$ cat src/rtl/coin_charge_ctrl.sv
// rtl/coin_charge_ctrl.sv - coin credit and per-second charge countdown controller
// Optional cancel/refund path enabled by defining CANCEL_REFUND_EN.
module coin_charge_ctrl #(
   parameter int TICKS_PER_SEC   = 1000,
   parameter int SEC_PER_COIN    = 60,
   parameter int MAX_SEC         = 999,
   parameter int CONFIRM_TIMEOUT = 10000,
   parameter int DONE_HOLD       = 3000
) (
   input  logic       clk,
   input  logic       reset,
   input  logic       coin,
   input  logic       confirm,
`ifdef CANCEL_REFUND_EN
   input  logic       cancel,
   output logic [9:0] refund_sec,
   output logic       refund_valid,
`endif
   output logic       charging,
   output logic [9:0] remain_sec,
   output logic       done,
   output logic       coin_ack
);

   localparam logic [1:0] ST_IDLE   = 2'd0;
   localparam logic [1:0] ST_CREDIT = 2'd1;
   localparam logic [1:0] ST_CHARGE = 2'd2;
   localparam logic [1:0] ST_DONE   = 2'd3;

   localparam int TICK_W = $clog2(TICKS_PER_SEC);
   localparam int TMO_W  = $clog2(CONFIRM_TIMEOUT);
   localparam int HOLD_W = $clog2(DONE_HOLD);

   localparam logic [TICK_W-1:0] TICK_LAST = TICK_W'(TICKS_PER_SEC - 1);
   localparam logic [TMO_W-1:0]  TMO_LAST  = TMO_W'(CONFIRM_TIMEOUT - 1);
   localparam logic [HOLD_W-1:0] HOLD_LAST = HOLD_W'(DONE_HOLD - 1);
   localparam logic [10:0]       COIN11    = 11'(SEC_PER_COIN);
   localparam logic [10:0]       MAX11     = 11'(MAX_SEC);

   logic [1:0]        state, state_n;
   logic [9:0]        remain, remain_n;
   logic [TICK_W-1:0] tick, tick_n;
   logic [TMO_W-1:0]  tmo, tmo_n;
   logic [HOLD_W-1:0] hold, hold_n;
   logic              ack_n;
   logic [2:0]        coin_sh, conf_sh;
   logic              coin_ev, conf_ev, dec;
   logic [9:0]        base;
   logic [10:0]       sum;
   logic [9:0]        sat;

   // sh[0..1] synchronize, sh[2] is the previous level for edge detection
   assign coin_ev = coin_sh[1] & ~coin_sh[2];
   assign conf_ev = conf_sh[1] & ~conf_sh[2];

`ifdef CANCEL_REFUND_EN
   logic [2:0] canc_sh;
   logic       canc_ev;
   logic       refund_valid_n;
   logic [9:0] refund_sec_n;
   assign canc_ev = canc_sh[1] & ~canc_sh[2];
`endif

   assign dec  = (state == ST_CHARGE) && (tick == TICK_LAST);
   assign base = (dec && remain != 10'd0) ? remain - 10'd1 : remain;
   assign sum  = {1'b0, base} + COIN11;
   assign sat  = (sum > MAX11) ? MAX11[9:0] : sum[9:0];

   always_comb begin
      state_n  = state;
      remain_n = remain;
      tick_n   = tick;
      tmo_n    = tmo;
      hold_n   = hold;
      ack_n    = 1'b0;
      case (state)
         ST_IDLE: begin
            if (coin_ev) begin
               state_n  = ST_CREDIT;
               remain_n = sat;
               tmo_n    = '0;
               ack_n    = 1'b1;
            end
         end
         ST_CREDIT: begin
            if (coin_ev) begin
               remain_n = sat;
               tmo_n    = '0;
               ack_n    = 1'b1;
            end else begin
               tmo_n = tmo + TMO_W'(1);
            end
            if (conf_ev || tmo == TMO_LAST) begin
               state_n = ST_CHARGE;
               tick_n  = '0;
            end
         end
         ST_CHARGE: begin
            tick_n = dec ? '0 : tick + TICK_W'(1);
            if (coin_ev) begin
               remain_n = sat;
               ack_n    = 1'b1;
            end else if (dec) begin
               remain_n = base;
               if (base == 10'd0) begin
                  state_n = ST_DONE;
                  hold_n  = '0;
               end
            end
         end
         default: begin
            if (hold == HOLD_LAST) begin
               state_n = ST_IDLE;
            end else begin
               hold_n = hold + HOLD_W'(1);
            end
         end
      endcase
`ifdef CANCEL_REFUND_EN
      refund_valid_n = 1'b0;
      refund_sec_n   = '0;
      // cancel overrides any coin, confirm or timeout decided above
      if (canc_ev && (state == ST_CREDIT || state == ST_CHARGE)) begin
         state_n        = ST_IDLE;
         remain_n       = '0;
         ack_n          = 1'b0;
         refund_valid_n = 1'b1;
         refund_sec_n   = remain;
      end
`endif
   end

   always_ff @(posedge clk or negedge reset) begin
      if (!reset) begin
         state    <= ST_IDLE;
         remain   <= '0;
         tick     <= '0;
         tmo      <= '0;
         hold     <= '0;
         coin_sh  <= '0;
         conf_sh  <= '0;
         charging <= 1'b0;
         done     <= 1'b0;
         coin_ack <= 1'b0;
`ifdef CANCEL_REFUND_EN
         canc_sh      <= '0;
         refund_valid <= 1'b0;
         refund_sec   <= '0;
`endif
      end else begin
         state    <= state_n;
         remain   <= remain_n;
         tick     <= tick_n;
         tmo      <= tmo_n;
         hold     <= hold_n;
         coin_sh  <= {coin_sh[1:0], coin};
         conf_sh  <= {conf_sh[1:0], confirm};
         charging <= (state_n == ST_CHARGE);
         done     <= (state_n == ST_DONE);
         coin_ack <= ack_n;
`ifdef CANCEL_REFUND_EN
         canc_sh      <= {canc_sh[1:0], cancel};
         refund_valid <= refund_valid_n;
         refund_sec   <= refund_sec_n;
`endif
      end
   end

   assign remain_sec = remain;

endmodule
$ cat config.mk
export PLATFORM = sky130hd
export DESIGN_NAME = coin_charge_ctrl
export DESIGN_NICKNAME = d
export VERILOG_FILES = /design/src/rtl/coin_charge_ctrl.sv
export SDC_FILE = /design/constraint.sdc
export NUM_CORES = 1
export LEC_CHECK = 0
export BUFFER_PORTS_ARGS = -buffer_cell sky130_fd_sc_hd__buf_2
export CAP_MARGIN = 40
export CORE_MARGIN = 2
export CORE_UTILIZATION = 23
export CTS_CLUSTER_DIAMETER = 100
export DETAILED_ROUTE_END_ITERATION = 7
export GPL_TIMING_DRIVEN = 0
export SLEW_MARGIN = 20
export SYNTH_ARGS = -nofsm -noshare
export SYNTH_HDL_FRONTEND = slang
export SYNTH_SLANG_ARGS = --single-unit
$ cat constraint.sdc
create_clock -name clk -period 5.83 [get_ports clk]
set_input_delay 0.583 -clock clk [delete_from_list [all_inputs] [get_ports clk]]
set_output_delay 0.583 -clock clk [all_outputs]
set_load 0.005 [all_outputs]
==> reports/qor.yml <==
clock_path_buffers: 2
vias: 3012
critPathKind: "flip-flop to flip-flop"
synth_edf_count: 0
totalWireLength_um: 8240
crit_required_ns: 6.06
cts_made_buffers: 9
finalNonFillerCells: 613
clkTransAtPathRegs_ns: 0.05
ys.flop_type: "dfrtp_1"
dp_cells: 597
diodes: 0
root_buffer: "clkbuf_16"
yosys.area.top_type: "dfrtp_1"
rows: 44
start_kind: "flip-flop"
setup_violations: 0
avgSynthCellArea_um2: 8.77
cp.buffers_inverters: 3
cp_top_family: "simple AND/OR/NAND/NOR gates"
place_area_um2: 3790
design.core.area_um2: 14600
post-cts-setup-buffers: 0
drt_iter0_markers: 241
cts_hold_buf: 0
hold_viol_final: 0
tns_ns: 0
cts_tree: "built"
post_drt_wl_per_cell_um: 13.4
synth_area_leaders: "dfrtp_1 41%, o21ai_0 5.8%, nand2_1 5.1%"
irDropWorstVdd_mv: 0.195
grt_first_pass_wirelength_um: 14300
dieWidth_um: 127
dieArea_um2: 16100
initial_core_util_pct: 23.7
r2r-start: "remain_sec[0]$_DFFE_PN0P_"
crit_chain: "inv_1 -> ha_1 -> clkbuf_1 -> nand2b_1 -> nor4_2 -> nor2b_1 -> nand2_1 -> xor2_1 -> ha_1 -> inv_1 -> nor4b_4 -> a21oi_1 -> o2bb2ai_1 -> o21ai_2 -> a211oi_1 -> a211oi_1"
slew_headroom_pct: 51.4
grt_max_degree: 58
clock_sink_count: 57
synth_cell_types: 63
syn_to_final_growth_pct: 18.9
ant_nets: 0
viasPerCell: 4.91
post-route-period-util_pct: 75.5
max_freq_ghz: 0.227
gp_congestion: 0.856
synth_warnings: 0
overflow: 0
tightest_slew_ns: 0.729
hpwlAfterDp_um: 5790
critical_path.slowest_cell: "nor4_2"
drive_gt1_share_pct: 13.5
outcome: "finished, final reports clean"
first_global_vias: 2964
ys_async_sr_fraction_pct: 100
htreeDepth: 3
power_leakage_nw: 1.71
clock_skew_ns: 0.00717
synth_seq_cells: 57
cts_resized: 0
reg2reg_depth: 16
fin_area_um2: 4130
num_io_pins: 17
syn_nets: 405
firstDrtPassIters: 4
ff2ff_setup_slack_ns: 1.43
syn_inst: 396
nets: 433
synth_top_area_share_pct: 41.1
clk_latency_ns: 0.33
critPathMaxFanout: 8
cp.arrival_ns: 4.64
rsz0062_at_grt: "no"
worst_setup_path_end_kind: "flip-flop"
drv_cap: 0
die_y_um: 127
finalCriticalPeriod_ns: 4.40
grt_usage_pct: 10.8
r2r_end: "remain_sec[1]$_DFFE_PN0P_"
hold_path.class: "input port to asynchronous set/reset pin"
seq_area_frac_synth_pct: 41.1
drc: 0
critPathMaxStageDelay_ns: 0.56
p_per_area_nw_per_um2: 436
synth_area_um2: 3470
numPortBuffers: 16
holdWs_ns: 0.318
total_power_mw: 1.80
antenna_found_initial: 0
maxSlewViolCount: 0
-- routing by layer --
metal  vias up  part of all wire (%)  global-route usage, %
met5         -                     0                      0
met2        64                    46                   17.0
li1       1483                     -                      -
met4         0                   1.2                   3.04
met1      1454                    48                   14.3
met3        11                   4.5                   3.50
-- synth_stat cells (all sizes together) (4+ instances only) --
| library cell | instances |
|---|---|
| dfrtp | 57 |
| nand2 | 47 |
| nor2 | 47 |
| o21ai | 42 |
| nand3 | 17 |
| a21oi | 14 |
| and3 | 12 |
| xor2 | 12 |
| inv | 11 |
| nor3 | 11 |
| o31ai | 11 |
| xnor2 | 11 |
| nand4 | 10 |
| clkbuf | 9 |
| nor2b | 8 |
| nor4 | 8 |
| buf | 6 |
| ha | 5 |
| nor4b | 5 |
| a31oi | 4 |
| mux2i | 4 |
| nand2b | 4 |
-- through the flow --
stage	setup WS [ns]	utilization, %
6_report	1.43	28.2
5_1_grt	1.15	28.2
4_1_cts	1.52	28.2
3_5_place_dp	1.57	25.9
3_3_place_gp	1.59	25.8
2_1_floorplan	2.38	-
-- final cells by class --
cell class / instances / area (µm²)
clock buffers: 12 / 267
plain buffers: 15 / 75.1
inverters: 11 / 41.3
flip-flops and latches: 57 / 1430
clock inverters: 4 / 73.8
multi-input cells: 313 / 1930
fillers: 1570 / 10500
repair buffers: 17 / 87.6
well taps: 184 / 230
-- logic make-up after synthesis --
kind of cell / Yosys count / synth area share (%)
muxes: 6 / 1.80
adders and majority gates: 5 / 1.80
buffers and inverters: 26 / 3.35
xor gates and xnor gates: 23 / 5.80
DFF: 57 / 41.1
and+or+nand+nor: 190 / 29.8
AOI/OAI and AO/OA: 89 / 16.4
-- cells in the final DEF (no fill, tap or decap), types with 5 or more instances in the layout --
master      n
dfrtp_1    57
nand2_1    47
nor2_1     46
o21ai_0    40
buf_2      19
nand3_1    17
a21oi_1    13
and3_1     12
xor2_1     12
inv_1      11
xnor2_1    11
o31ai_1    11
nor3_1     10
nand4_1     9
clkbuf_1    9
clkbuf_16   9
nor2b_1     7
nor4_1      6
ha_1        5
-- worst max-delay path by stage --
| stage | startpoint | endpoint | slack [ns] | cells past startpoint |
|---|---|---|---|---|
| 4_1_cts | remain_sec[0]$_DFFE_PN0P_ | remain_sec[1]$_DFFE_PN0P_ | 1.52 | 16 |
| 5_1_grt | remain_sec[0]$_DFFE_PN0P_ | remain_sec[1]$_DFFE_PN0P_ | 1.15 | 16 |
| 3_5_place_dp | remain_sec[0]$_DFFE_PN0P_ | remain_sec[1]$_DFFE_PN0P_ | 1.57 | 16 |
| 3_3_place_gp | tick[0]$_DFFE_PN0P_ | remain_sec[1]$_DFFE_PN0P_ | 1.59 | 14 |
| 2_1_floorplan | remain_sec[0]$_DFFE_PN0P_ | remain_sec[1]$_DFFE_PN0P_ | 2.38 | 16 |
| 6_report | remain_sec[0]$_DFFE_PN0P_ | remain_sec[1]$_DFFE_PN0P_ | 1.43 | 16 |
-- registers in the layout, summed over array words and instances, names as in the netlist --
signal / cells
done: 1
tmo: 14
coin_ack: 1
conf_sh: 3
state: 2
remain_sec: 10
hold: 12
coin_sh: 3
tick: 10
charging: 1
-- report_power, final --
group          leakage (nW)  internal, mW  switching (mW)
Sequential            0.735         0.479          0.0965
Combinational         0.806         0.254           0.377
Clock                 0.169         0.409           0.188
Total                  1.71          1.14           0.661
-- worst reg2reg max path, delay by kind of cell (launching register included) --
| family | cells | cell delay, ns |
|---|---|---|
| XOR/XNOR | 1 | 0.27 |
| adder cells (fa/ha/maj) | 2 | 0.41 |
| flip-flops | 1 | 0.46 |
| buffers and inverters | 3 | 0.56 |
| AO/OA/AOI/OAI | 5 | 1.05 |
| AND/OR/NAND/NOR | 5 | 1.57 |
Power figures use the tool's default switching activity.
